## src/rtl/lc3_mem_access_seq.sv

```systemverilog
// LC3 MemAccess-stage sequencer: turns one load/store request into data-memory strobes.
// Optional write protection of the upper address window is enabled by LC3_MEM_ACCESS_PROT_EN.
module lc3_mem_access_seq #(
    parameter int RD_LATENCY = 1,
    parameter int AW         = 16
`ifdef LC3_MEM_ACCESS_PROT_EN
    ,
    parameter logic [AW-1:0] PROT_BASE = 16'hFE00
`endif
) (
    input  logic          clock,
    input  logic          reset,
    input  logic          req_valid,
    output logic          req_ready,
    input  logic [1:0]    req_op,
    input  logic [AW-1:0] req_addr,
    input  logic [AW-1:0] req_wdata,
    output logic [AW-1:0] Data_addr,
    output logic [AW-1:0] Data_din,
    output logic          Data_rd,
    output logic          Data_en,
    input  logic [AW-1:0] Data_dout,
    output logic          resp_valid,
    output logic [AW-1:0] resp_data,
`ifdef LC3_MEM_ACCESS_PROT_EN
    output logic          resp_err,
`endif
    output logic          busy
);

    typedef enum logic [2:0] {
        ST_IDLE   = 3'd0,
        ST_ISSUE1 = 3'd1,
        ST_WAIT1  = 3'd2,
        ST_ISSUE2 = 3'd3,
        ST_WAIT2  = 3'd4,
        ST_RESP   = 3'd5
    } state_t;

    localparam logic [1:0] OP_LOAD      = 2'b00;
    localparam logic [1:0] OP_LOAD_IND  = 2'b01;
    localparam logic [1:0] OP_STORE     = 2'b10;
    localparam logic [1:0] OP_STORE_IND = 2'b11;
    localparam logic [2:0] LAT_LAST     = 3'(RD_LATENCY - 1);

    state_t        state_r;
    logic [1:0]    op_r;
    logic [AW-1:0] wdata_r;
    logic [2:0]    cnt_r;
    logic          wr_blk1_s;
    logic          wr_blk2_s;
`ifdef LC3_MEM_ACCESS_PROT_EN
    logic          err_r;
`endif

    // Write-protection decode for the direct store address and the fetched STI pointer.
    always_comb begin
`ifdef LC3_MEM_ACCESS_PROT_EN
        wr_blk1_s = (req_addr >= PROT_BASE);
        wr_blk2_s = (Data_dout >= PROT_BASE);
`else
        wr_blk1_s = 1'b0;
        wr_blk2_s = 1'b0;
`endif
    end

    // Sequencer FSM; memory strobes are registered so they appear in the cycle named by the state.
    always_ff @(posedge clock) begin
        if (reset) begin
            state_r    <= ST_IDLE;
            op_r       <= OP_LOAD;
            wdata_r    <= '0;
            cnt_r      <= 3'd0;
            req_ready  <= 1'b1;
            busy       <= 1'b0;
            Data_addr  <= '0;
            Data_din   <= '0;
            Data_rd    <= 1'b1;
            Data_en    <= 1'b0;
            resp_valid <= 1'b0;
            resp_data  <= '0;
`ifdef LC3_MEM_ACCESS_PROT_EN
            err_r      <= 1'b0;
            resp_err   <= 1'b0;
`endif
        end else begin
            Data_en    <= 1'b0;
            Data_rd    <= 1'b1;
            resp_valid <= 1'b0;
`ifdef LC3_MEM_ACCESS_PROT_EN
            resp_err   <= 1'b0;
`endif
            case (state_r)
                ST_IDLE: begin
                    if (req_valid && req_ready) begin
                        state_r   <= ST_ISSUE1;
                        op_r      <= req_op;
                        wdata_r   <= req_wdata;
                        req_ready <= 1'b0;
                        busy      <= 1'b1;
                        if (req_op == OP_STORE) begin
                            if (!wr_blk1_s) begin
                                Data_en   <= 1'b1;
                                Data_rd   <= 1'b0;
                                Data_addr <= req_addr;
                                Data_din  <= req_wdata;
                            end
`ifdef LC3_MEM_ACCESS_PROT_EN
                            err_r <= wr_blk1_s;
`endif
                        end else begin
                            Data_en   <= 1'b1;
                            Data_addr <= req_addr;
`ifdef LC3_MEM_ACCESS_PROT_EN
                            err_r <= 1'b0;
`endif
                        end
                    end
                end
                ST_ISSUE1: begin
                    if (op_r == OP_STORE) begin
                        state_r    <= ST_RESP;
                        resp_valid <= 1'b1;
`ifdef LC3_MEM_ACCESS_PROT_EN
                        resp_err   <= err_r;
`endif
                    end else begin
                        state_r <= ST_WAIT1;
                        cnt_r   <= 3'd0;
                    end
                end
                ST_WAIT1: begin
                    if (cnt_r == LAT_LAST) begin
                        if (op_r == OP_LOAD) begin
                            state_r    <= ST_RESP;
                            resp_data  <= Data_dout;
                            resp_valid <= 1'b1;
                        end else if (op_r == OP_STORE_IND) begin
                            // The fetched pointer goes straight onto the address bus for the second access.
                            state_r <= ST_ISSUE2;
                            if (!wr_blk2_s) begin
                                Data_en   <= 1'b1;
                                Data_rd   <= 1'b0;
                                Data_addr <= Data_dout;
                                Data_din  <= wdata_r;
                            end
`ifdef LC3_MEM_ACCESS_PROT_EN
                            err_r <= wr_blk2_s;
`endif
                        end else begin
                            state_r   <= ST_ISSUE2;
                            Data_en   <= 1'b1;
                            Data_addr <= Data_dout;
                        end
                    end else begin
                        cnt_r <= cnt_r + 3'd1;
                    end
                end
                ST_ISSUE2: begin
                    if (op_r == OP_LOAD_IND) begin
                        state_r <= ST_WAIT2;
                        cnt_r   <= 3'd0;
                    end else begin
                        state_r    <= ST_RESP;
                        resp_valid <= 1'b1;
`ifdef LC3_MEM_ACCESS_PROT_EN
                        resp_err   <= err_r;
`endif
                    end
                end
                ST_WAIT2: begin
                    if (cnt_r == LAT_LAST) begin
                        state_r    <= ST_RESP;
                        resp_data  <= Data_dout;
                        resp_valid <= 1'b1;
                    end else begin
                        cnt_r <= cnt_r + 3'd1;
                    end
                end
                ST_RESP: begin
                    state_r   <= ST_IDLE;
                    req_ready <= 1'b1;
                    busy      <= 1'b0;
                end
                default: begin
                    state_r   <= ST_IDLE;
                    req_ready <= 1'b1;
                    busy      <= 1'b0;
                end
            endcase
        end
    end

endmodule

```

## config.mk

```make
export PLATFORM = sky130hd
export DESIGN_NAME = lc3_mem_access_seq
export DESIGN_NICKNAME = d
export VERILOG_FILES = /design/src/rtl/lc3_mem_access_seq.sv
export SDC_FILE = /design/constraint.sdc
export NUM_CORES = 1
export LEC_CHECK = 0
export ABC_CLOCK_PERIOD_IN_PS = 2700
export CORE_ASPECT_RATIO = 0.7
export CORE_MARGIN = 1
export CORE_UTILIZATION = 45
export DETAILED_ROUTE_END_ITERATION = 10
export MAX_ROUTING_LAYER = met4
export PLACE_DENSITY_LB_ADDON = 0.12
export SYNTH_ARGS = -nofsm -noshare
export SYNTH_HDL_FRONTEND = slang
export SYNTH_SLANG_ARGS = --single-unit
```

## constraint.sdc

```tcl
create_clock -name clock -period 2.7 [get_ports clock]
set_input_delay 0.405 -clock clock [delete_from_list [all_inputs] [get_ports clock]]
set_output_delay 0.405 -clock clock [all_outputs]
set_load 0.005 [all_outputs]
```

After elaboration in Yosys (flattened, before gate mapping) --
Index checks and enable logic that the tools add are counted.
Word-level totals: flip-flop bits (word level) 77, output and inout bits 53, logic and storage cells 93
Cells by class: add/subtract/negate cells 1, equal/unequal tests 18, multiplexer cells 45, bitwise logic cells 1, reduce and logical (&&, ||, !) cells 16
Operators by type and width (number):
- $mux W16 | 11
- $pmux W16 S2 | 3
- $mux W3 | 8
- $ne A2 B2 Y1 const B | 10
- $mux W1 | 16
- $pmux W3 S5 | 1
- $reduce_and A4 Y1 | 3
- $pmux W3 S3 | 1
- $pmux W1 S2 | 4
- $eq A2 B2 Y1 const B | 3
- $eq A3 B2 Y1 const B | 2
- $logic_not A3 Y1 | 2
- $reduce_and A6 Y1 | 1
- $pmux W1 S4 | 1
- $reduce_and A2 Y1 | 2
- $reduce_bool A2 Y1 | 2
- $reduce_or A4 Y1 | 1
- $add A3 B1 Y3 const B | 1
- $eq A3 B1 Y1 const B | 1
- $eq A3 B3 Y1 const B | 1
- $reduce_and A3 Y1 | 1
- $reduce_bool A3 Y1 | 1
- $eq A2 B1 Y1 const B | 1
- $logic_not A2 Y1 | 1
- 3 further kinds | 3

Depth between registers and ports, before layout --
depth after elaboration 5, mapped depth 7, mapped depth without buffers 6

Worst setup path after synthesis --
OpenSTA, ideal clock, no wires.
path type flip-flop to flip-flop, start point reg cnt_r[0], end point reg Data_din[0], setup time 0.121 ns, data arrival time 1.849 ns, path slack 0.730 ns, stages on the path, launching flop included 8, buffers on the path 1, cells stage by stage dfxtp_1 -> inv_1 -> ha_1 -> and3b_1 -> nor2b_1 -> o2111ai_2 -> buf_2 -> mux2_2
On the way: longest elaborated chain between the ends 3
Ends and longest elaborated chain:
- from (decl) | line 49 | logic [2:0] cnt_r;
- from (signal assigned) | line 156 | cnt_r <= cnt_r + 3'd1;
- from (signal assigned) | line 177 | cnt_r <= cnt_r + 3'd1;
- $logic_not A3 Y1 | line 133 | if (cnt_r == LAT_LAST) begin
- $ne A2 B2 Y1 (no source line)
- $reduce_and A6 Y1 (no source line)
- to (signal assigned) | line 106 | Data_din <= req_wdata;
- to (signal assigned) | line 145 | Data_din <= wdata_r;
- to (decl) | line 19 | output logic [AW-1:0] Data_din,
Every way passes these cells. A chain may end at the register's enable or synchronous reset.

Worst setup path in the final report --
start point reg state_r[2], end point reg Data_addr[0]
On the way: longest elaborated chain between the ends 3, elaborated cells between the ends (all ways) 8, those cells by class 4 x eq/ne; 1 x mux; 3 x reduce/logical
Ends and longest elaborated chain:
- from (decl) | line 46 | state_t state_r;
- from (signal assigned) | line 70 | state_r <= ST_IDLE;
- from (signal assigned) | line 96 | state_r <= ST_ISSUE1;
- from (signal assigned) | line 122 | state_r <= ST_RESP;
- $eq A3 B2 Y1 / $logic_not A3 Y1 (equally long branches) | line 93 | case (state_r)
- $ne A2 B2 Y1 (no source line) / $reduce_bool A2 Y1 (equally long branches)
- $reduce_and A4 Y1 (no source line)
- to (signal assigned) | line 105 | Data_addr <= req_addr;
- to (signal assigned) | line 113 | Data_addr <= req_addr;
- to (signal assigned) | line 144 | Data_addr <= Data_dout;
- to (decl) | line 18 | output logic [AW-1:0] Data_addr,
Several ways; a longest one is shown, not always the timed one.

==> impl_results.md <==
* Total GRT Usage at 23.59%
* Crit path DAT at 2.26 ns
* Critical path class: reg2reg
* Area Growth Syn to Fin at 38.99%
* Initial antenna violation count at 0
* Proportion of layout cells with a drive suffix above 1 at 12.82%
* Worst setup SP type: flop
* Global-route wire length before repair at 14120 um
* Worst path cell trace: or3b_1, o32ai_4, buf_12, nor2_1, a311oi_2
* Wire length per cell at 14.61 um
* Gpl congestion at 0.8750
* Cell area power density at 819.5 nW/um2
* Port bufs at 105
* Clock latency on the worst-skew pair at 0.36 ns
* Final Hold Violating Endpoints at 0
* Net Count, Synth at 461
* Tmin final at 1.995 ns
* Worst Setup End Kind: flop
* Post-CTS sizing at 0
* Final net count at 558
* Post-synthesis register bit count at 77
* Max-cap violation count at 0
* Peak VDD IR at 0.4312 mV
* Synth top area cells: dfxtp_1, nand2_1, a311oi_2
* GRT overflow at 0
* Async S/R FF share, synth at 0%
* Endpoints failing setup at 0
* CTS max path bufs at 2
* CTS root buf: clkbuf_8
* Fmax at 0.5012 GHz
* CTS clk-pin slew, worst paths at 0.08 ns
* Required time of the critical path at 2.97 ns
* Reg2reg start: state_r[2]
* DRT iter0 DRCs at 145
* Syn Inst Count at 406
* Number of detailed-route iterations in the first pass at 4
* Core Footprint at 7417 um2
* Die Span Y at 75.73 um
* Fin crit share at 73.90%
* Status: finished clean
* Post-Route WL at 8840 um
* Crit Path Max Fanout at 32
* Slowest-stage cell, CP: dfxtp_1
* CTS H-tree lvls at 3
* CTS tree: built
* Via total after detailed routing at 3095
* Place WS at 0.5063 ns
* Post-detail-place hpwl at 6134 um
* # IOs at 106
* Post-synth EDFFs at 0
* P_leak at 1.942 nW
* Diodes inserted at 0
* Routed metal-1 wirelength at 4280 um
* Unrepaired setup endpoints after global routing: false
* Largest area contributor in the netlist: dfxtp_1
* Residual DRC at 0
* CP Launch Point: state_r[2]
* ANT nets after route at 0
* Vias in the first global route at 2926
* Clk sinks at 77
* Max layer used: met4
* Die area at 8128 um2
* Met2 WL at 3994 um
* Met3 wire len at 435 um
* # hold bufs at CTS at 0
* Final Max Tran Viols at 0
* Slew of the pin with the lowest slew margin at 0.6765 ns
* Final TNS setup at 0 ns
* Largest net degree at the start of global routing at 33
* Dominant synthesized flop cell: dfxtp_1
* Max transition margin at 54.90%
* Clk_skew at 0.01114 ns
* Synth warnings at 0
* Synth top area share at 44.11%
* Initial Util at 47.12%
* Seq/Total Area, Yosys at 44.11%
* Netlist cell types at 40
* Placement Rows at 26
* Syn_area_per_cell at 8.607 um2
* Netlist Area Pre-Place at 3495 um2
* Setup Buffers After CTS at 0
* Origin of the worst min-delay path: wdata_r[5]
* Worst Hold Class: reg2reg
* Die W at 107.3 um
* Crit-path max cell delay at 0.50 ns
* Routed vias/inst at 5.116
* Final worst slack at 0.7047 ns
* CTS buffer count at 9
* Worst hold slack at 0.4649 ns
[metal layers]
metal  track usage [%]  up-vias
li1                  -     1556
met1             29.86     1449
met2             36.49       73
met3             6.501       17
met4             8.371        0
met5                 -        -
[Yosys cell counts (all sizes together) (3+ instances only)]
| master | instances |
|---|---|
| nand2 | 103 |
| dfxtp | 77 |
| nor2 | 42 |
| a21oi | 40 |
| nor2b | 20 |
| clkbuf | 19 |
| mux2i | 17 |
| a311oi | 16 |
| mux2 | 16 |
| buf | 11 |
| inv | 7 |
| nand2b | 3 |
| nor3 | 3 |
| o211ai | 3 |
| xnor2 | 3 |
[kinds of logic (layout without fill, tap and decap cells)]
kind of cell / count (synthesis) / after routing / synth area share [%]
flip-flops: 77 / 77 / 44.11
multiplexers: 33 / 33 / 10.02
AO/OA/AOI/OAI: 74 / 74 / 17.04
buffers and inverters: 37 / 138 / 4.833
AND/OR/NAND/NOR: 179 / 179 / 22.23
XOR/XNOR: 3 / 3 / 0.7520
adder cells (fa/ha/maj): 3 / 3 / 1.002
[layout by cell type (no fill, tap or decap), drive strengths merged]
cell type	Yosys	layout
buf	11	12
clkdlybuf4s50	0	104
o21ai	2	2
or3b	1	1
nor4b	2	2
nor3	3	3
nand2b	3	3
mux2	16	16
ha	2	2
xnor2	3	3
o32ai	1	1
a21oi	40	40
mux2i	17	17
a32o	1	1
clkinv	0	3
bufinv	0	2
nor2	42	42
clkbuf	19	9
nand2	103	103
inv	7	8
a21o	2	2
nand4bb	1	1
maj3	1	1
a2bb2oi	1	1
nor3b	1	1
nor2b	20	20
o31ai	2	2
a32oi	1	1
and3b	1	1
o211ai	3	3
o21bai	1	1
a311oi	16	16
nand3	2	2
a21boi	1	1
o2111ai	1	1
dfxtp	77	77
o21a	2	2
[power by group]
part / total [mW] / switching, mW / internal [mW]
logic: 1.50 / 0.730 / 0.770
registers: 1.53 / 0.170 / 1.36
clock network: 0.950 / 0.433 / 0.517
[final timing paths]
kind             endpoint  slack, ns  cells after the start
max          Data_addr[0]       0.70                      5
min            wdata_r[5]       0.46                      2
max reg2reg  Data_addr[0]       0.70                      5
min reg2reg    wdata_r[5]       0.46                      2
[registers in the layout, summed over array words and instances (netlist names)]
name	flops
Data_din	16
busy	1
cnt_r	3
Data_rd	1
resp_valid	1
wdata_r	16
Data_en	1
resp_data	16
req_ready	1
state_r	3
op_r	2
Data_addr	16
[cell type report]
class / instances / area (um2)
tap: 98 / 122.6
inverter: 7 / 26.28
clock buffer: 9 / 123.9
fill: 632 / 2560
multi-input combinational: 292 / 1789
sequential: 77 / 1541
clock inverter: 6 / 87.58
timing repair buffer: 116 / 1166
[worst max-delay path, delay by kind of cell, from the launching register on]
kind / cells / cell delay [ns]
buf+inv: 1 / 0.25
flops: 1 / 0.50
simple gates: 2 / 0.58
compound gates: 2 / 0.56
[through the flow]
| stage | std cells | util (%) | cell area (um2) | power, mW |
|---|---|---|---|---|
| 5_1_grt | 605 | 65.49 | 4857 | 4.226 |
| 3_5_place_dp | 590 | 62.64 | 4646 | 3.054 |
| 6_report | 605 | 65.49 | 4857 | 3.980 |
| 4_1_cts | 605 | 65.49 | 4857 | 4.005 |
| 2_1_floorplan | 406 | - | 3495 | 2.436 |
| 3_3_place_gp | 590 | 62.64 | 4646 | 3.008 |
Note: power is estimated with default switching activity, not from simulation.
